**config.mk**
```make
export PLATFORM = sky130hd
export DESIGN_NAME = input_datapath_vc
export DESIGN_NICKNAME = d
export VERILOG_FILES = /design/src/rtl/ravenoc_pkg.sv /design/src/rtl/input_datapath_vc_fifo.sv /design/src/rtl/input_datapath_vc.sv
export SDC_FILE = /design/constraint.sdc
export NUM_CORES = 1
export LEC_CHECK = 0
export ABC_AREA = 1
export CAP_MARGIN = 20
export CELL_PAD_IN_SITES_DETAIL_PLACEMENT = 0
export CELL_PAD_IN_SITES_GLOBAL_PLACEMENT = 2
export CORE_MARGIN = 3
export CORE_UTILIZATION = 45
export CTS_BUF_LIST = sky130_fd_sc_hd__clkbuf_4 sky130_fd_sc_hd__clkbuf_8 sky130_fd_sc_hd__clkbuf_16
export DETAILED_ROUTE_END_ITERATION = 10
export GPL_TIMING_DRIVEN = 0
export PLACE_DENSITY_LB_ADDON = 0.1
export SLEW_MARGIN = 5
export SYNTH_ARGS = -nofsm -noshare
export SYNTH_HDL_FRONTEND = slang
export SYNTH_SLANG_ARGS = --single-unit
```
**constraint.sdc**
```tcl
create_clock -name clk -period 9.15 [get_ports clk]
set_input_delay 0.915 -clock clk [delete_from_list [all_inputs] [get_ports clk]]
set_output_delay 0.915 -clock clk [all_outputs]
set_load 0.02 [all_outputs]
```
**src/rtl/ravenoc_pkg.sv**
```systemverilog
`default_nettype none
// ============================================================================
//  Module      : ravenoc_pkg
//  Description : Shared types and constants for the VC input datapath:
//                flit-type encoding (top FLIT_TYPE_W bits of each flit) and
//                the arbitration-mode selectors.
//  Revision    : 1.0 - initial release
// ============================================================================
package ravenoc_pkg;

    localparam int FLIT_TYPE_W = 2;

    typedef enum logic [FLIT_TYPE_W-1:0] {
        HEAD      = 2'b00,
        BODY      = 2'b01,
        TAIL      = 2'b10,
        HEAD_TAIL = 2'b11
    } flit_type_t;

    typedef enum int {
        ARB_FIXED_HI = 0,
        ARB_FIXED_LO = 1,
        ARB_RR       = 2
    } arb_mode_t;

endpackage
`default_nettype wire

```
**src/rtl/input_datapath_vc_fifo.sv**
```systemverilog
`default_nettype none
// ============================================================================
//  Module      : vc_fifo
//  Description : Single virtual-channel flit FIFO. Registered memory, no
//                write-to-read bypass. Pointers carry one extra wrap bit.
//  Ports       : clk, arst (async, active-low)
//                wr_valid_i / wr_ready_o / wr_data_i  - write side
//                rd_valid_o / rd_ready_i / rd_data_o  - read side (head)
//                level_o                              - registered occupancy
//  Revision    : 1.0 - initial release
// ============================================================================
module vc_fifo #(
    parameter  int DEPTH = 4,
    parameter  int WIDTH = 34,
    localparam int PTR_W = $clog2(DEPTH) + 1,
    localparam int LVL_W = $clog2(DEPTH + 1)
) (
    input  logic             clk,
    input  logic             arst,
    input  logic             wr_valid_i,
    output logic             wr_ready_o,
    input  logic [WIDTH-1:0] wr_data_i,
    output logic             rd_valid_o,
    input  logic             rd_ready_i,
    output logic [WIDTH-1:0] rd_data_o,
    output logic [LVL_W-1:0] level_o
);

    logic [WIDTH-1:0] r_mem [DEPTH];
    logic [PTR_W-1:0] r_wr_ptr;
    logic [PTR_W-1:0] r_rd_ptr;
    logic [LVL_W-1:0] r_level;
    logic             w_full;
    logic             w_empty;
    logic             w_wr;
    logic             w_rd;

    // Full when the addresses match but the wrap bits differ.
    assign w_full  = (r_wr_ptr[PTR_W-1] != r_rd_ptr[PTR_W-1]) &&
                     (r_wr_ptr[PTR_W-2:0] == r_rd_ptr[PTR_W-2:0]);
    assign w_empty = (r_wr_ptr == r_rd_ptr);
    assign w_wr    = wr_valid_i && !w_full;
    assign w_rd    = rd_ready_i && !w_empty;

    assign wr_ready_o = !w_full;
    assign rd_valid_o = !w_empty;
    assign rd_data_o  = r_mem[r_rd_ptr[PTR_W-2:0]];
    assign level_o    = r_level;

    always_ff @(posedge clk) begin
        if (w_wr) begin
            r_mem[r_wr_ptr[PTR_W-2:0]] <= wr_data_i;
        end
    end

    always_ff @(posedge clk or negedge arst) begin
        if (!arst) begin
            r_wr_ptr <= '0;
            r_rd_ptr <= '0;
            r_level  <= '0;
        end else begin
            if (w_wr) r_wr_ptr <= r_wr_ptr + 1'b1;
            if (w_rd) r_rd_ptr <= r_rd_ptr + 1'b1;
            case ({w_wr, w_rd})
                2'b10:   r_level <= r_level + 1'b1;
                2'b01:   r_level <= r_level - 1'b1;
                default: r_level <= r_level;
            endcase
        end
    end

endmodule
`default_nettype wire

```
**src/rtl/input_datapath_vc.sv**
```systemverilog
`default_nettype none
// ============================================================================
//  Module      : input_datapath_vc
//  Description : Router input datapath. Demuxes input flits into per-VC
//                FIFOs and drains them onto one output link through a
//                packet-aware (wormhole-locked) arbiter.
//  Ports       : clk, arst (async, active-low)
//                fin_*   - input link (valid/ready, vc id, flit)
//                fout_*  - output link (valid/ready, vc id, flit)
//                vc_level_o - per-VC occupancy, vc_err_o - error pulse
//                vc_flit_cnt_o - per-VC output flit counters (optional)
//  Config      : define RAVENOC_VC_FLIT_CNT_EN to add vc_flit_cnt_o
//  Revision    : 1.0 - initial release
// ============================================================================
module input_datapath_vc
    import ravenoc_pkg::*;
#(
    parameter  int N_VC       = 2,
    parameter  int VC_DEPTH   = 4,
    parameter  int FLIT_WIDTH = 34,
    parameter  int ARB_MODE   = 0,
    localparam int VC_W       = $clog2(N_VC > 1 ? N_VC : 2),
    localparam int LVL_W      = $clog2(VC_DEPTH + 1)
) (
    input  logic                  clk,
    input  logic                  arst,
    input  logic                  fin_valid_i,
    output logic                  fin_ready_o,
    input  logic [VC_W-1:0]       fin_vc_id_i,
    input  logic [FLIT_WIDTH-1:0] fin_fdata_i,
    output logic                  fout_valid_o,
    input  logic                  fout_ready_i,
    output logic [VC_W-1:0]       fout_vc_id_o,
    output logic [FLIT_WIDTH-1:0] fout_fdata_o,
    output logic [N_VC*LVL_W-1:0] vc_level_o,
`ifdef RAVENOC_VC_FLIT_CNT_EN
    output logic [N_VC*16-1:0]    vc_flit_cnt_o,
`endif
    output logic                  vc_err_o
);

    // Per-VC vectors are padded to the full VC id range so any id can index
    // them safely; pad entries look permanently empty.
    localparam int N_PAD = 1 << VC_W;

    localparam logic [0:0] S_IDLE   = 1'b0;
    localparam logic [0:0] S_LOCKED = 1'b1;

    logic [0:0]            r_state;
    logic [VC_W-1:0]       r_lock_vc;
    logic [VC_W-1:0]       r_rr_last;
    logic                  r_hold;
    logic [VC_W-1:0]       r_hold_vc;
    logic                  r_err;

    logic                  w_bad_vc;
    logic [N_PAD-1:0]      w_nonempty;
    logic [N_PAD-1:0]      w_not_full;
    logic [FLIT_WIDTH-1:0] w_head [N_PAD];
    logic                  w_hi_found, w_lo_found, w_rr_found, w_arb_found;
    logic [VC_W-1:0]       w_hi_vc, w_lo_vc, w_rr_vc, w_arb_vc;
    logic [VC_W-1:0]       w_gnt_vc;
    logic                  w_gnt_valid;
    logic                  w_boundary;
    logic                  w_accept;
    flit_type_t            w_gnt_type;
    flit_type_t            w_lock_type;
    logic                  w_err_next;

    // ---------------------------------------------------------------- input
    assign w_bad_vc    = (int'(fin_vc_id_i) >= N_VC);
    assign fin_ready_o = w_bad_vc ? 1'b1 : w_not_full[fin_vc_id_i];

    for (genvar i = 0; i < N_PAD; i++) begin : g_vc
        if (i < N_VC) begin : g_fifo
            logic w_wr_valid;
            logic w_rd_ready;
            assign w_wr_valid = fin_valid_i && !w_bad_vc && (fin_vc_id_i == VC_W'(i));
            assign w_rd_ready = w_accept && (w_gnt_vc == VC_W'(i));
            vc_fifo #(
                .DEPTH (VC_DEPTH),
                .WIDTH (FLIT_WIDTH)
            ) u_fifo (
                .clk        (clk),
                .arst       (arst),
                .wr_valid_i (w_wr_valid),
                .wr_ready_o (w_not_full[i]),
                .wr_data_i  (fin_fdata_i),
                .rd_valid_o (w_nonempty[i]),
                .rd_ready_i (w_rd_ready),
                .rd_data_o  (w_head[i]),
                .level_o    (vc_level_o[i*LVL_W +: LVL_W])
            );
        end else begin : g_pad
            assign w_nonempty[i] = 1'b0;
            assign w_not_full[i] = 1'b0;
            assign w_head[i]     = '0;
        end
    end

    // -------------------------------------------------------------- arbiter
    // Outside a lock every non-empty VC competes: a stray BODY/TAIL at a head
    // must still drain (as a single flit) or it would block its VC forever.
    // Later loop iterations override earlier ones, so each loop is ordered
    // so that its preferred candidate is visited last.
    always_comb begin
        int v_idx;
        w_hi_found = 1'b0; w_hi_vc = '0;
        w_lo_found = 1'b0; w_lo_vc = '0;
        w_rr_found = 1'b0; w_rr_vc = '0;
        v_idx      = 0;
        for (int i = 0; i < N_VC; i++) begin
            if (w_nonempty[i]) begin w_hi_found = 1'b1; w_hi_vc = VC_W'(i); end
        end
        for (int i = N_VC - 1; i >= 0; i--) begin
            if (w_nonempty[i]) begin w_lo_found = 1'b1; w_lo_vc = VC_W'(i); end
        end
        for (int k = N_VC; k >= 1; k--) begin
            v_idx = (int'(r_rr_last) + k) % N_VC;
            if (w_nonempty[v_idx]) begin w_rr_found = 1'b1; w_rr_vc = VC_W'(v_idx); end
        end
        if (ARB_MODE == int'(ARB_RR)) begin
            w_arb_found = w_rr_found; w_arb_vc = w_rr_vc;
        end else if (ARB_MODE == int'(ARB_FIXED_LO)) begin
            w_arb_found = w_lo_found; w_arb_vc = w_lo_vc;
        end else begin
            w_arb_found = w_hi_found; w_arb_vc = w_hi_vc;
        end
    end

    // ---------------------------------------------------------------- grant
    assign w_lock_type = flit_type_t'(w_head[r_lock_vc][FLIT_WIDTH-1 -: FLIT_TYPE_W]);

    always_comb begin
        w_gnt_vc    = '0;
        w_gnt_valid = 1'b0;
        w_boundary  = 1'b0;
        if (r_state == S_LOCKED) begin
            w_gnt_vc = r_lock_vc;
            if (w_nonempty[r_lock_vc]) begin
                // A new packet start inside a locked packet closes the lock
                // first; the flit itself is arbitrated normally from IDLE.
                if (w_lock_type == HEAD || w_lock_type == HEAD_TAIL) begin
                    w_boundary = 1'b1;
                end else begin
                    w_gnt_valid = 1'b1;
                end
            end
        end else if (r_hold) begin
            // An offered but unaccepted flit keeps its grant so fout_* stay
            // stable even if a higher-priority VC fills meanwhile.
            w_gnt_vc    = r_hold_vc;
            w_gnt_valid = 1'b1;
        end else begin
            w_gnt_vc    = w_arb_vc;
            w_gnt_valid = w_arb_found;
        end
    end

    assign w_gnt_type   = flit_type_t'(w_head[w_gnt_vc][FLIT_WIDTH-1 -: FLIT_TYPE_W]);
    assign w_accept     = w_gnt_valid && fout_ready_i;
    assign fout_valid_o = w_gnt_valid;
    assign fout_vc_id_o = w_gnt_valid ? w_gnt_vc : '0;
    assign fout_fdata_o = w_gnt_valid ? w_head[w_gnt_vc] : '0;

    assign w_err_next = (fin_valid_i && w_bad_vc) || w_boundary ||
                        (w_accept && (r_state == S_IDLE) &&
                         (w_gnt_type == BODY || w_gnt_type == TAIL));
    assign vc_err_o   = r_err;

    // ------------------------------------------------------------- lock FSM
    always_ff @(posedge clk or negedge arst) begin
        if (!arst) begin
            r_state   <= S_IDLE;
            r_lock_vc <= '0;
            r_rr_last <= VC_W'(N_VC - 1);
            r_hold    <= 1'b0;
            r_hold_vc <= '0;
            r_err     <= 1'b0;
        end else begin
            r_err <= w_err_next;
            case (r_state)
                S_IDLE: begin
                    if (w_accept) begin
                        r_hold <= 1'b0;
                        if (w_gnt_type == HEAD) begin
                            r_state   <= S_LOCKED;
                            r_lock_vc <= w_gnt_vc;
                        end
                        if (w_gnt_type == HEAD || w_gnt_type == HEAD_TAIL) begin
                            r_rr_last <= w_gnt_vc;
                        end
                    end else if (w_gnt_valid) begin
                        r_hold    <= 1'b1;
                        r_hold_vc <= w_gnt_vc;
                    end
                end
                default: begin
                    if (w_boundary || (w_accept && w_gnt_type == TAIL)) begin
                        r_state <= S_IDLE;
                    end
                end
            endcase
        end
    end

`ifdef RAVENOC_VC_FLIT_CNT_EN
    // ------------------------------------------------------ flit counters
    for (genvar i = 0; i < N_VC; i++) begin : g_cnt
        logic [15:0] r_cnt;
        always_ff @(posedge clk or negedge arst) begin
            if (!arst) begin
                r_cnt <= '0;
            end else if (w_accept && (w_gnt_vc == VC_W'(i)) && (r_cnt != 16'hFFFF)) begin
                r_cnt <= r_cnt + 16'd1;
            end
        end
        assign vc_flit_cnt_o[i*16 +: 16] = r_cnt;
    end
`endif

endmodule
`default_nettype wire
```
Word level (Yosys, flattened, before mapping)
Memories as Yosys holds them, arrays and structs flattened.
Cells that the tools add are included.
{"block": "totals", "reg_bits": 23, "ramBits": 272, "inputBits": 39, "out_inout_bits": 44, "word_cells": 110, "n_memories": 2}
{"name": "g_vc[0].g_fifo.u_fifo.r_mem", "words": 4, "width": 34, "read_ports": 1, "rd_clocked_by_memory_dff": 0, "wr": 1, "line": "input_datapath_vc_fifo.sv:29", "rtl": "logic [WIDTH-1:0] r_mem [DEPTH];"}
{"name": "g_vc[1].g_fifo.u_fifo.r_mem", "words": 4, "width": 34, "read_ports": 1, "rd_clocked_by_memory_dff": 0, "wr": 1, "line": "input_datapath_vc_fifo.sv:29"}
{"block": "op_classes", "add_sub_neg": 8, "order_cmp": 4, "eq_ne": 13, "muxes": 36, "bitwise": 6, "reduce_logical": 30}
{"cell": "34-bit two-way mux", "n": 7}
{"cell": "1-bit two-way mux", "n": 27}
{"cell": "3-bit by 1-bit adder with 3-bit output, second input constant", "n": 6}
{"cell": "1-bit logical AND", "n": 14}
{"cell": "3-bit case mux with 2 select lines", "n": 2}
{"cell": "2-bit == test, second input constant", "n": 4}
{"cell": "2-bit by 1-bit == test with 1-bit output, second input constant", "n": 3}
{"cell": "3-bit == test", "n": 2}
{"cell": "3-bit AND reduction", "n": 2}
{"cell": "2-bit nonzero test", "n": 3}
{"cell": "3-bit by 1-bit subtractor with 3-bit output, second input constant", "n": 2}
{"cell": "2-bit == test", "n": 2}
{"cell": "2-bit greater-or-equal comparator, second input constant", "n": 2}
{"cell": "1-bit logical NOT", "n": 4}
{"cell": "2-bit logical NOT", "n": 2}
{"cell": "1-bit logical OR", "n": 4}
{"cell": "1-bit by 2-bit < comparator with 1-bit output, second input constant", "n": 2}
{"cell": "1-bit NOT", "n": 4}
{"cell": "1-bit NOT with 2-bit output", "n": 2}
{"cell": "1-bit != test", "n": 2}
{"cell": "2-bit AND reduction", "n": 1}

Depth between registers and ports, before layout
Gate-level depths: netlist (run 1).
{"block": "logic_depth", "word_depth": 14, "ltp_mapped": 19, "mapped_depth_nobuf": 18}

Modules after synthesis
Synthesis (run 1) repeated with hierarchy kept, for this count alone.
{"block": "hier_totals", "hier_cells": 1054, "area_unflattened_um2": 12529.5}
{"module": "vc_fifo at g_vc[1].g_fifo.u_fifo", "instances": 1, "cells_each": 407, "area_per_inst_um2": 5670.4, "seq_area_each_um2": 4309.1}
{"module": "vc_fifo at g_vc[0].g_fifo.u_fifo", "instances": 1, "cells_each": 403, "area_per_inst_um2": 5631.7, "seq_area_each_um2": 4309.1}
{"module": "input_datapath_vc", "instances": 1, "cells_each": 244, "area_per_inst_um2": 1227.4, "seq_area_each_um2": 125.1}

Least setup slack after synthesis (run 1)
No wires, ideal clock.
{"block": "synth_path", "path_type": "input port to flip-flop", "from": "in fin_vc_id_i", "to": "mem g_vc[1].g_fifo.u_fifo.r_mem[3][0] (enable)", "setup_time_ns": 0.428, "arrival_ns": 2.670, "t_required_ns": 8.722, "path_slack_ns": 6.052, "cell_stages": 2, "path_buffers": 0, "path_cell_list": "nand3_1 -> nor2_1"}
{"block": "synth_via", "elab_chain_cells": 4}
{"element": "start, declared", "line": "input_datapath_vc.sv:29", "rtl": "input logic [VC_W-1:0] fin_vc_id_i,"}
{"element": "1-bit logical AND", "line": "input_datapath_vc.sv:78", "rtl": "assign w_wr_valid = fin_valid_i && !w_bad_vc && (fin_vc_id_i == VC_W'(i));"}
{"element": "1-bit logical AND", "line": "input_datapath_vc_fifo.sv:42", "rtl": "assign w_wr = wr_valid_i && !w_full;"}
{"element": "1-bit two-way mux", "line": "input_datapath_vc_fifo.sv:51", "rtl": "if (w_wr) begin"}
{"element": "1-bit two-way mux (not written as such)", "line": "input_datapath_vc_fifo.sv:52", "rtl": "r_mem[r_wr_ptr[PTR_W-2:0]] <= wr_data_i;"}
{"element": "end, declared", "line": "input_datapath_vc_fifo.sv:29"}
Every way passes these cells.

Worst setup path after layout (run 1)
{"block": "layout_path", "from": "reg g_vc[0].g_fifo.u_fifo.r_rd_ptr[1]", "to": "out fout_fdata_o[2]"}
{"block": "layout_via", "elab_chain_cells": 10, "elab_cells_between_ends": 21, "classes_between": "eq/ne: 2; mux: 15; reduce/logical: 3; memory: 1"}
{"element": "start, declared", "line": "input_datapath_vc_fifo.sv:31", "rtl": "logic [PTR_W-1:0] r_rd_ptr;"}
{"element": "start signal, assigned", "line": "input_datapath_vc_fifo.sv:63", "rtl": "if (w_rd) r_rd_ptr <= r_rd_ptr + 1'b1;"}
{"element": "memory read 4 x 34 bit"}
{"element": "34-bit two-way mux (not written as such) (3 in series)", "line": "input_datapath_vc.sv:132", "rtl": "assign w_lock_type = flit_type_t'(w_head[r_lock_vc][FLIT_WIDTH-1 -: FLIT_TYPE_W]);"}
{"element": "2-bit == test or 2-bit logical NOT (tied branches)", "line": "input_datapath_vc.sv:143", "rtl": "if (w_lock_type == HEAD || w_lock_type == HEAD_TAIL) begin"}
{"element": "1-bit logical OR", "line": "input_datapath_vc.sv:143"}
{"element": "1-bit two-way mux", "line": "input_datapath_vc.sv:143"}
{"element": "1-bit two-way mux", "line": "input_datapath_vc.sv:140", "rtl": "if (w_nonempty[r_lock_vc]) begin"}
{"element": "1-bit two-way mux", "line": "input_datapath_vc.sv:138", "rtl": "if (r_state == S_LOCKED) begin"}
{"element": "34-bit two-way mux (*)", "line": "input_datapath_vc.sv:164", "rtl": "assign fout_fdata_o = w_gnt_valid ? w_head[w_gnt_vc] : '0;"}
{"element": "end, declared", "line": "input_datapath_vc.sv:34", "rtl": "output logic [FLIT_WIDTH-1:0] fout_fdata_o,"}
Every way passes the cells marked *; elsewhere a longest branch is shown, timed or not. The select of a mux whose other input is x is not followed.

==> results of run 1 <==
-- through the flow --
stage / area, um^2 / total power, mW
4_1_cts: 14900 / 5.84
2_1_floorplan: 12300 / 3.43
6_report: 14900 / 5.78
5_1_grt: 14900 / 6.12
3_5_place_dp: 13800 / 4.51
3_3_place_gp: 13500 / 4.49
-- cell families (layout without fill, tap and decap cells) --
kind of cell	count (synthesis)	in the layout	synth area share (%)
AO/OA/AOI/OAI	206	206	12.1
XOR/XNOR	15	15	1.25
adder cells (fa/ha/maj)	16	16	1.75
buffers and inverters	96	246	3.66
flip-flops	295	295	71.0
AND/OR/NAND/NOR	311	311	10.2
-- layout make-up --
cell class | count | area, um^2 | area share, %
Sequential cell | 295 | 8740 | 58.8
Multi-Input combinational cell | 548 | 3170 | 21.3
Timing Repair Buffer | 90 | 993 | 6.68
Clock buffer | 37 | 891 | 5.99
Tap cell | 335 | 419 | 2.82
Buffer | 55 | 292 | 1.96
Clock inverter | 23 | 203 | 1.36
Inverter | 41 | 159 | 1.07
-- worst min path at each step --
stage,start,to,cells past startpoint
global placement,g_vc[1].g_fifo.u_fifo.level_o[2],g_vc[1].g_fifo.u_fifo.level_o[2],1
CTS,g_vc[1].g_fifo.u_fifo.level_o[2],g_vc[1].g_fifo.u_fifo.level_o[2],1
detailed placement,g_vc[1].g_fifo.u_fifo.level_o[2],g_vc[1].g_fifo.u_fifo.level_o[2],1
floorplan,g_vc[0].g_fifo.u_fifo.r_wr_ptr[2],g_vc[0].g_fifo.u_fifo.r_wr_ptr[2],1
finish,g_vc[1].g_fifo.u_fifo.level_o[2],g_vc[1].g_fifo.u_fifo.level_o[2],1
global route,g_vc[1].g_fifo.u_fifo.level_o[2],g_vc[1].g_fifo.u_fifo.level_o[2],1
-- power breakdown --
group	internal [mW]	total, mW	switching (mW)
sequential	1.68	1.75	0.0756
clock	0.791	1.32	0.528
combinational	1.02	2.71	1.69
-- sequential cells by signal, summed over array words and instances, names as in the netlist --
register and count:
g_vc.g_fifo.u_fifo.r_rd_ptr 6, vc_err_o 1, g_vc.g_fifo.u_fifo.r_wr_ptr 6, r_state 1, r_hold_vc 1, r_hold 1
g_vc.g_fifo.u_fifo.level_o 6, g_vc.g_fifo.u_fifo.r_mem 272, r_lock_vc 1
-- layout by cell type, fill, tap and decap left out, types with 6 or more instances in the layout --
cell,synthesis,layout
a211oi_2,27,27
a21oi_1,100,100
a32o_1,32,32
clkinv_2,0,7
a22oi_1,32,32
dfrtp_1,23,23
clkbuf_1,25,25
clkinv_1,0,9
o21ai_0,7,7
buf_6,6,6
nand3_1,19,19
ha_1,14,14
buf_2,17,17
buf_12,0,7
clkbuf_16,0,35
clkdlybuf4s50_1,0,81
edfxtp_1,272,272
inv_1,35,35
nand2_1,223,223
nor2_4,0,8
nor2_1,54,46
xnor2_1,7,7
-- routing by layer --
metal  vias up  global-route usage [%]  routed length [um]  part of all wire, %
li1       3680                       -                   -                    -
met1      3807                    30.0               13900                   46
met2       197                    34.5               14500                   47
met3        41                    3.52                1580                  5.2
met4         2                    4.65                 524                  1.7
met5         -                       0                  18                0.059
==> out/summary.txt, run 1 <==
Via count: 7727
CP Launch Type: register
Leakage Power: 5.32 nW
Die area: 0.0294 mm^2
Final period util: 46.4%
Final hold slack: 0.464 ns
Synthesis-to-layout area growth: 20.9%
Slew @ Worst Pin: 0.912 ns
Fin util: 56.1%
CTS clk-pin slew, worst paths: 0.06 ns
Count leader, synth: edfxtp_1
PD cells: 389 mW/mm^2
Skew-Pair Late Insertion Delay: 0.51 ns
Status: finished clean
Gr usage total: 21.1%
Max cap viols: 0
DR vias/cell: 5.43
Critical path startpoint: g_vc[0].g_fifo.u_fifo.r_rd_ptr[1]
Seq/Total Area, Yosys: 71.0%
Crit Reg-Reg Endpoint: g_vc[0].g_fifo.u_fifo.level_o[2]
Total CTS buffers: 34
Total global routing overflow: 0
Post-DP HPWL: 19000 um
Fin. max-slew vios: 0
CP max-delay cell: clkdlybuf4s50_1
YS warnings: 0
Hold buffer count at CTS: 0
DR WL/cell: 21.4 um
Antenna fix cells: 0
Sum Neg Setup Slack: 0 ns
Reg-to-reg slack, setup: 6.46 ns
Final setup margin: 4.91 ns
RSZ-0062 raised after global routing: no
Setup CP Type: reg2out
Setup Buffers After CTS: 0
Hold Crit Class: reg2reg
Die Y-Extent: 171 um
Final WL: 30500 um
Crit-path max FO: 10
Post-synth EDFFs: 272
Vias in the first global route: 7717
Fmax: 236 MHz
Syn Area/Cell: 13.1 um^2
TritonCTS Sinks: 295
Starting Density: 46.4%
GPL Wtd Cong: 0.756
DRT antenna net count: 0
R2R depth: 17
Asr flop ratio synth: 7.80%
Pre-CTS WS: 5.41 ns
Site row count: 59
Nets@finish: 1120
DRT Pass-1 Iters: 5
Initial antenna violation count: 1
Worst Path Arrival: 3.33 ns
Clock Tree Root: clkbuf_16
Final Hold Fails: 0
Final Non-Filler Cells: 1424
Synthesized cell area: 0.0123 mm^2
FF+latch count, synth: 295
RR Startpoint: g_vc[1].g_fifo.u_fifo.r_rd_ptr[0]
Most area-consuming cells after synthesis: edfxtp_1 66%, nand2_1 6.8%, dfrtp_1 4.7%
Post-CTS Resized: 0
Max incr delay on CP: 0.71 ns
Core area: 0.0265 mm^2
DR iter-0 viols: 522
CTS Buffer Depth: 3
WP depth: 8
Die width: 171 um
Final setup viols: 0
H-tree depth: 2
CTS tree: yes
Share of the synthesized area in the top cell type: 66.4%
Top FF cell, synth: edfxtp_1
CP Capture Point: fout_fdata_o[2]
Crit path required time: 8.24 ns
Critical path's top delay family: buffers and inverters
First-pass GRT wire length: 46400 um
DRC viols: 0
Bufs and invs on worst path: 4
Post-synth cell types: 33
Crit path time final: 4.24 ns
I/O Buffers: 81
Crit-path cells: buf_4 > inv_2 > clkbuf_1 > a21oi_1 > a22oi_1 > nor2_1 > a211oi_1 > clkdlybuf4s50_1
Largest net degree at the start of global routing: 24
Mapped Nets: 994
Crit end category: primary output
Number of top-level pins: 83
VDD IR max: 0.259 mV
Post-synth top cells: 272 x edfxtp_1, 223 x nand2_1, 100 x a21oi_1, 54 x nor2_1, 35 x inv_1
Clock skew: 0.0151 ns
Fill cells: 2189
Slew margin rel.: 39.0%
Synthesized netlist cell count: 939
Synth area leader: edfxtp_1
Placed cells: 1364
Layout cell share with drive strength beyond 1: 12.9%
No activity file was read; power rests on OpenSTA's default activity.
==> run 2: changes to the inputs <==
Settings changed: CORE_UTILIZATION 45 to 41.
Clock period 9.15 ns to 4.11 ns, I/O delays scaled along.
==> run 2 against run 1 <==
Count of clock-buffer cells in the layout is 2 lower. Routed wire length is 4.7% higher. Critical path type unchanged. Non-clock buffer count stayed put. Critical endpoint is now fout_fdata_o[15]. Register-to-register slack worse by 5.0 ns. Clock skew is 0.0073 ns lower. Flip-flop and latch count stayed put. Via count is 0.36% higher. Clock power is 110% higher. Die area is 9.4% higher. Sequential share of layout area hardly changed. Core utilization is 5.1 points lower.
==> out/summary.txt, run 2 (same netlist as run 1, synthesis figures left out) <==
Crit-path cells: buf_6 > inv_4 > buf_4 > clkbuf_1 > nand2_1 > a32o_1 > a211oi_2 > clkdlybuf4s50_1
Via count: 7755 (+0.36%)
Crit-path max FO: 10 (unchanged)
Final hold slack: 0.261 ns (-0.203 ns)
Most frequent cells in the layout: 272 x edfxtp_1, 223 x nand2_1, 100 x a21oi_1
Worst Path Arrival: 3.32 ns (about the same)
Leakage Power: 5.30 nW (-0.38%)
Gr usage total: 20.3% (-0.80 points)
Final WL: 32000 um (+4.7%)
Final instance area: 0.0149 mm^2 (about the same)
Internal power: 7.66 mW (+120%)
R2R depth: 18 (+1)
Final period util: 90.7%
Register share of total power: 30.5% (+0.2 points)
Hold buffer count at CTS: 0 (unchanged)
Total CTS buffers: 31 (-8.8%)
VDD IR max: 0.462 mV (+78%)
Reg-to-reg slack, setup: 1.45 ns (-5.01 ns)
Clock share of power: 22.0% (-0.8 points)
Clock skew: 0.00787 ns (-0.00727 ns)
Max incr delay on CP: 0.66 ns (-0.05 ns)
Initial antenna violation count: 0 (-1)
Largest net degree at the start of global routing: 26 (+8.3%)
DRT antenna net count: 0 (unchanged)
Critical path startpoint: g_vc[1].g_fifo.u_fifo.r_rd_ptr[0]
Fin util: 51.0% (-5.1 points)
Crit Reg-Reg Endpoint: g_vc[1].g_fifo.u_fifo.level_o[2]
Post-DP HPWL: 19700 um (+3.6%)
Post-CTS Resized: 0 (unchanged)
Total global routing overflow: 0 (unchanged)
TritonCTS Sinks: 295 (unchanged)
Layout cell share with drive strength beyond 1: 12.9% (-0.068 points)
DRC viols: 0 (unchanged)
Crit path time final: 3.73 ns
Area post-placement: 0.0138 mm^2 (+0.44%)
Skew-Pair Late Insertion Delay: 0.58 ns (+0.07 ns)
Final setup viols: 0 (unchanged)
PD cells: 863 mW/mm^2 (+120%)
Vias in the first global route: 7926 (+2.7%)
Fmax: 268 MHz
Core area: 0.0292 mm^2 (+10%)
Die area: 0.0321 mm^2 (+9.4%)
GPL Wtd Cong: 0.724 (-4.2%)
Psw: 5.17 mW (+130%)
Comb pwr share: 47.5% (+0.7 points)
Slew margin rel.: 39.7% (+0.72 points)
Max cap viols: 0 (unchanged)
Status: finished clean
CTS clk-pin slew, worst paths: 0.06 ns (about the same)
Final Hold Fails: 0 (unchanged)
Setup CP Type: reg2out
I/O Buffers: 81 (unchanged)
Max reg flops: 272 (unchanged)
CTS Buffer Depth: 3 (unchanged)
Design Power: 12.8 mW (+120%)
Fin. max-slew vios: 0 (unchanged)
Crit path required time: 3.70 ns (-4.54 ns)
CP Launch Type: register
CP Capture Point: fout_fdata_o[15]
CP max-delay cell: clkdlybuf4s50_1
Setup Buffers After CTS: 0 (unchanged)
DR WL/cell: 21.7 um (+1.4%)
CTS tree: yes
Site row count: 62 (+5.1%)
Final setup margin: 0.380 ns (-4.53 ns)
Crit end category: primary output
Pre-CTS WS: 0.927 ns (-4.48 ns)
Starting Density: 42.2% (-4.2 points)
Clock Tree Root: clkbuf_16
DR vias/cell: 5.27 (-2.8%)
Hold Crit Class: in2reg
Most common cell after layout, fill and taps aside: edfxtp_1
Switching Share: 40.3% (+0.64 points)
Nets@finish: 1117 (-0.27%)
Slew @ Worst Pin: 0.904 ns (-0.00858 ns)
DRT Pass-1 Iters: 5 (unchanged)
First-pass GRT wire length: 48600 um (+4.7%)
Die width: 179 um (+4.6%)
RR Startpoint: g_vc[0].g_fifo.u_fifo.r_rd_ptr[1]
RSZ-0062 raised after global routing: no
Antenna fix cells: 0 (unchanged)
Die Y-Extent: 179 um (+4.6%)
Number of top-level pins: 83 (unchanged)
Synthesis-to-layout area growth: 20.8% (about the same)
DR iter-0 viols: 689 (+32%)
H-tree depth: 1 (-1)
run 2: changes by cell type in the layout (fill, tap and decap cells not counted), sizes merged:
| cell | before | now |
|---|---|---|
| clkbuf | 62 | 60 |
| clkinv | 16 | 18 |
| clkinvlp | 2 | 0 |
| bufinv | 3 | 4 |
| inv | 43 | 42 |
run 2: critical path: cells and delay by family, from the launching register on:
family / cells / cell delay [ns]
AOI/OAI and AO/OA: 2 / 0.55
buffers and inverters: 5 / 1.66
DFF: 1 / 0.39
and+or+nand+nor: 1 / 0.13
run 2: final cells by class:
| type | count | area, um^2 |
|---|---|---|
| inverter | 41 | 159 |
| buffer | 55 | 292 |
| sequential | 295 | 8740 |
| clock inverter | 23 | 224 |
| fill | 2586 | 14300 |
| timing repair buffer | 90 | 993 |
| tap | 384 | 480 |
| clock buffer | 35 | 806 |
| multi-input combinational | 548 | 3170 |
run 2: per-layer routing:
layer | vias to the layer above | wire length (um) | GRT usage (%)
li1 | 3663 | - | -
met1 | 3824 | 14600 | 29.2
met2 | 217 | 14800 | 32.7
met3 | 51 | 1780 | 2.92
met4 | 0 | 757 | 4.90
met5 | - | 0 | 0
run 2: worst min path at each step:
stage	start	endpoint	slack [ns]	cells past startpoint
floorplan	arst	g_vc[0].g_fifo.u_fifo.level_o[0]	0.12	0
global placement	g_vc[1].g_fifo.u_fifo.level_o[2]	g_vc[1].g_fifo.u_fifo.level_o[2]	0.46	1
detailed placement	g_vc[0].g_fifo.u_fifo.level_o[2]	g_vc[0].g_fifo.u_fifo.level_o[2]	0.47	1
CTS	fout_ready_i	r_hold	0.24	2
global route	fout_ready_i	r_hold	0.29	2
finish	fout_ready_i	r_hold	0.26	2
run 2: stage by stage:
stage	instances	setup TNS, ns
after detailed placement	1413	0
after CTS	1471	0
after global routing	1471	0
after floorplan	939	0
final	1471	0
after global placement	1404	-175.34
run 2: power by group through the flow:
stage / Sequential, mW / Combinational (mW) / Clock (mW)
after CTS: 3.91 / 6.18 / 2.88
after floorplan: 3.99 / 3.65 / 0
after global routing: 3.95 / 6.65 / 3.01
final: 3.91 / 6.10 / 2.82
after detailed placement: 3.97 / 6.16 / 0
after global placement: 4.00 / 6.04 / 0
==> run 3: changes to the inputs <==
Settings changed: ABC_AREA 1 to 0, CORE_UTILIZATION 41 to 46, CTS_CLUSTER_DIAMETER from default to 60.
==> run 3 against run 2 <==
Worst hold slack worse by 0.047 ns. Global-route usage down 2.2 points. Register-to-register slack worse by 0.13 ns. Power down 14%. Critical path type unchanged. Critical endpoint is now fout_fdata_o[29]. Largest power group unchanged.
==> out/summary.txt, run 3 <==
Status: finished clean
Final hold slack: 0.214 ns (-0.0472 ns)
Register area: 0.00874 mm^2 (unchanged)
Die Y-Extent: 168 um (-6.3%)
Fmax: 273 MHz (+1.8%)
CTS clk-pin slew, worst paths: 0.06 ns (about the same)
Mapped Nets: 645 (-35%)
TritonCTS Sinks: 295 (unchanged)
Synthesis-to-layout area growth: 19.6%
DR WL/cell: 23.5 um (+8.2%)
I/O Buffers: 82 (+1.2%)
Pre-CTS WS: 0.986 ns (+0.0586 ns)
GPL Wtd Cong: 0.748 (+3.3%)
Max reg flops: 272 (unchanged)
DRT Pass-1 Iters: 4 (-1)
Die width: 168 um (-6.3%)
Layout cell share with drive strength beyond 1: 23.8% (+11 points)
Fill cells: 1909 (-26%)
RSZ-0062 raised after global routing: no
Hold buffer count at CTS: 0 (unchanged)
PD cells: 764 mW/mm^2 (-11%)
Number of top-level pins: 83 (unchanged)
Top FF cell, synth: edfxtp_1
Most frequent cells in the layout: 272 x edfxtp_1, 82 x clkdlybuf4s50_1, 70 x mux4_2
Skew-Pair Late Insertion Delay: 0.55 ns (-0.03 ns)
Seq/Total Area, Yosys: 72.4% (+1.3 points)
Total CTS buffers: 30 (-3.2%)
YS warnings: 0 (unchanged)
Post-synth cell types: 47 (+42%)
Core area: 0.0255 mm^2 (-13%)
Area of the multi-input gates: 0.00309 mm^2 (-2.8%)
Final Hold Fails: 0 (unchanged)
Crit path required time: 3.70 ns (about the same)
DRT antenna net count: 0 (unchanged)
Asr flop ratio synth: 7.80% (unchanged)
Via count: 5919 (-24%)
Share of the synthesized area in the top cell type: 67.6% (+1.3 points)
Post-synth EDFFs: 272 (unchanged)
Clock Tree Root: clkbuf_16
Synth area leader: edfxtp_1
R2R depth: 10 (-8)
Post-DP HPWL: 15200 um (-23%)
Count leader, synth: edfxtp_1
DR vias/cell: 5.56 (+5.4%)
Fin. max-slew vios: 0 (unchanged)
Synthesized cell area: 0.0121 mm^2 (-1.9%)
Vias in the first global route: 6299 (-21%)
Nets@finish: 768 (-31%)
Die area: 0.0282 mm^2 (-12%)
Hold Crit Class: in2async
CTS Buffer Depth: 3 (unchanged)
Final WL: 25000 um (-22%)
Final setup margin: 0.446 ns (+0.0659 ns)
Gr usage total: 18.1% (-2.2 points)
Max cap viols: 0 (unchanged)
Final period util: 89.1% (-1.6 points)
Final Non-Filler Cells: 1065 (-28%)
Crit end category: primary output
Synthesized netlist cell count: 590 (-37%)
DR iter-0 viols: 449 (-35%)
First-pass GRT wire length: 38400 um (-21%)
FF+latch count, synth: 295 (unchanged)
Post-CTS Resized: 0 (unchanged)
Slew @ Worst Pin: 0.790 ns (-0.114 ns)
Starting Density: 47.4% (+5.2 points)
Initial antenna violation count: 1 (+1)
CTS tree: yes
Crit path time final: 3.66 ns (-0.0659 ns)
CP Launch Type: register
Largest net degree at the start of global routing: 25 (-3.8%)
Worst Path Arrival: 3.25 ns (-0.07 ns)
DRC viols: 0 (unchanged)
H-tree depth: 1 (unchanged)
Site row count: 58 (-6.5%)
Clock skew: 0.00811 ns (+0.000243 ns)
Slew margin rel.: 47.3% (+7.6 points)
Leakage Power: 4.84 nW (-8.7%)
Placed cells: 1010 (-29%)
Antenna fix cells: 0 (unchanged)
Most common cell after layout, fill and taps aside: edfxtp_1
Sum Neg Setup Slack: 0 ns (unchanged)
VDD IR max: 0.543 mV (+17%)
Setup CP Type: reg2out
Final setup viols: 0 (unchanged)
Crit-path max FO: 10 (unchanged)
Total global routing overflow: 0 (unchanged)
Setup Buffers After CTS: 0 (unchanged)
Post-synth top cells: 272 x edfxtp_1, 70 x mux4_2, 36 x mux2i_1, 31 x nor3_1, 23 x dfrtp_1
Most area-consuming cells after synthesis: edfxtp_1 68%, mux4_2 13%, dfrtp_1 4.8%
Syn Area/Cell: 20.5 um^2 (+56%)
Design Power: 11.0 mW (-14%)
==> run 3: cell type report <==
class	instances	area share (%)
repair buffers	91	6.87
well taps	330	2.86
inverters	18	0.468
flip-flops and latches	295	60.5
plain buffers	29	1.33
clock inverters	18	0.936
multi-input cells	248	21.4
clock buffers	36	5.63
==> run 3: final timing paths <==
kind / start / end / slack (ns)
min in group clk: g_vc[0].g_fifo.u_fifo.level_o[2] / g_vc[0].g_fifo.u_fifo.level_o[2] / 0.47
min reg2reg: g_vc[0].g_fifo.u_fifo.level_o[2] / g_vc[0].g_fifo.u_fifo.level_o[2] / 0.47
max: g_vc[1].g_fifo.u_fifo.r_rd_ptr[1] / fout_fdata_o[29] / 0.45
max in group asynchronous: arst / r_lock_vc / 3.39
max reg2reg: g_vc[0].g_fifo.u_fifo.r_rd_ptr[0] / g_vc[1].g_fifo.u_fifo.level_o[2] / 1.32
min: arst / g_vc[0].g_fifo.u_fifo.r_wr_ptr[0] / 0.21
==> run 3: kinds of logic (layout without fill, tap and decap cells) <==
group	count (synthesis)	in the layout	share of synthesized area [%]
xor+xnor	29	29	2.48
fa+ha+maj	16	16	1.78
simple gates	72	72	3.54
buf+inv	47	192	2.15
flops	295	295	72.4
mux	110	110	16.4
compound gates	21	21	1.26
==> run 3: power by group <==
group          internal, mW  switching [mW]  leakage [nW]  total, mW
clock network          1.52            1.07         0.480       2.59
logic                  2.12            2.42          1.63       4.54
registers              3.73           0.166          2.74       3.90
total                  7.38            3.66          4.84       11.0
==> run 3: critical path, stage by stage, from the launching register on <==
cell             delay (ns)
dfrtp_1                0.38
buf_4                  0.21
xnor2_4                0.20
nand4_4                0.16
o21ai_1                0.17
buf_4                  0.22
buf_2                  0.37
mux2i_1                0.15
nor3_1                 0.20
clkdlybuf4s50_1        0.64
==> run 3: stage by stage <==
| step | area, um^2 | utilization, % |
|---|---|---|
| 5_1_grt | 14400 | 56.7 |
| 2_1_floorplan | 12100 | - |
| 3_5_place_dp | 13500 | 52.9 |
| 6_report | 14400 | 56.7 |
| 3_3_place_gp | 13300 | 52.3 |
| 4_1_cts | 14400 | 56.7 |
==> run 3: per-layer routing <==
metal	global-route usage [%]	up-vias	share of wire [%]
met3	3.10	40	5.0
met5	0	-	0.032
met2	32.1	154	52
met1	23.5	3092	41
met4	4.45	2	2.0
li1	-	2631	-
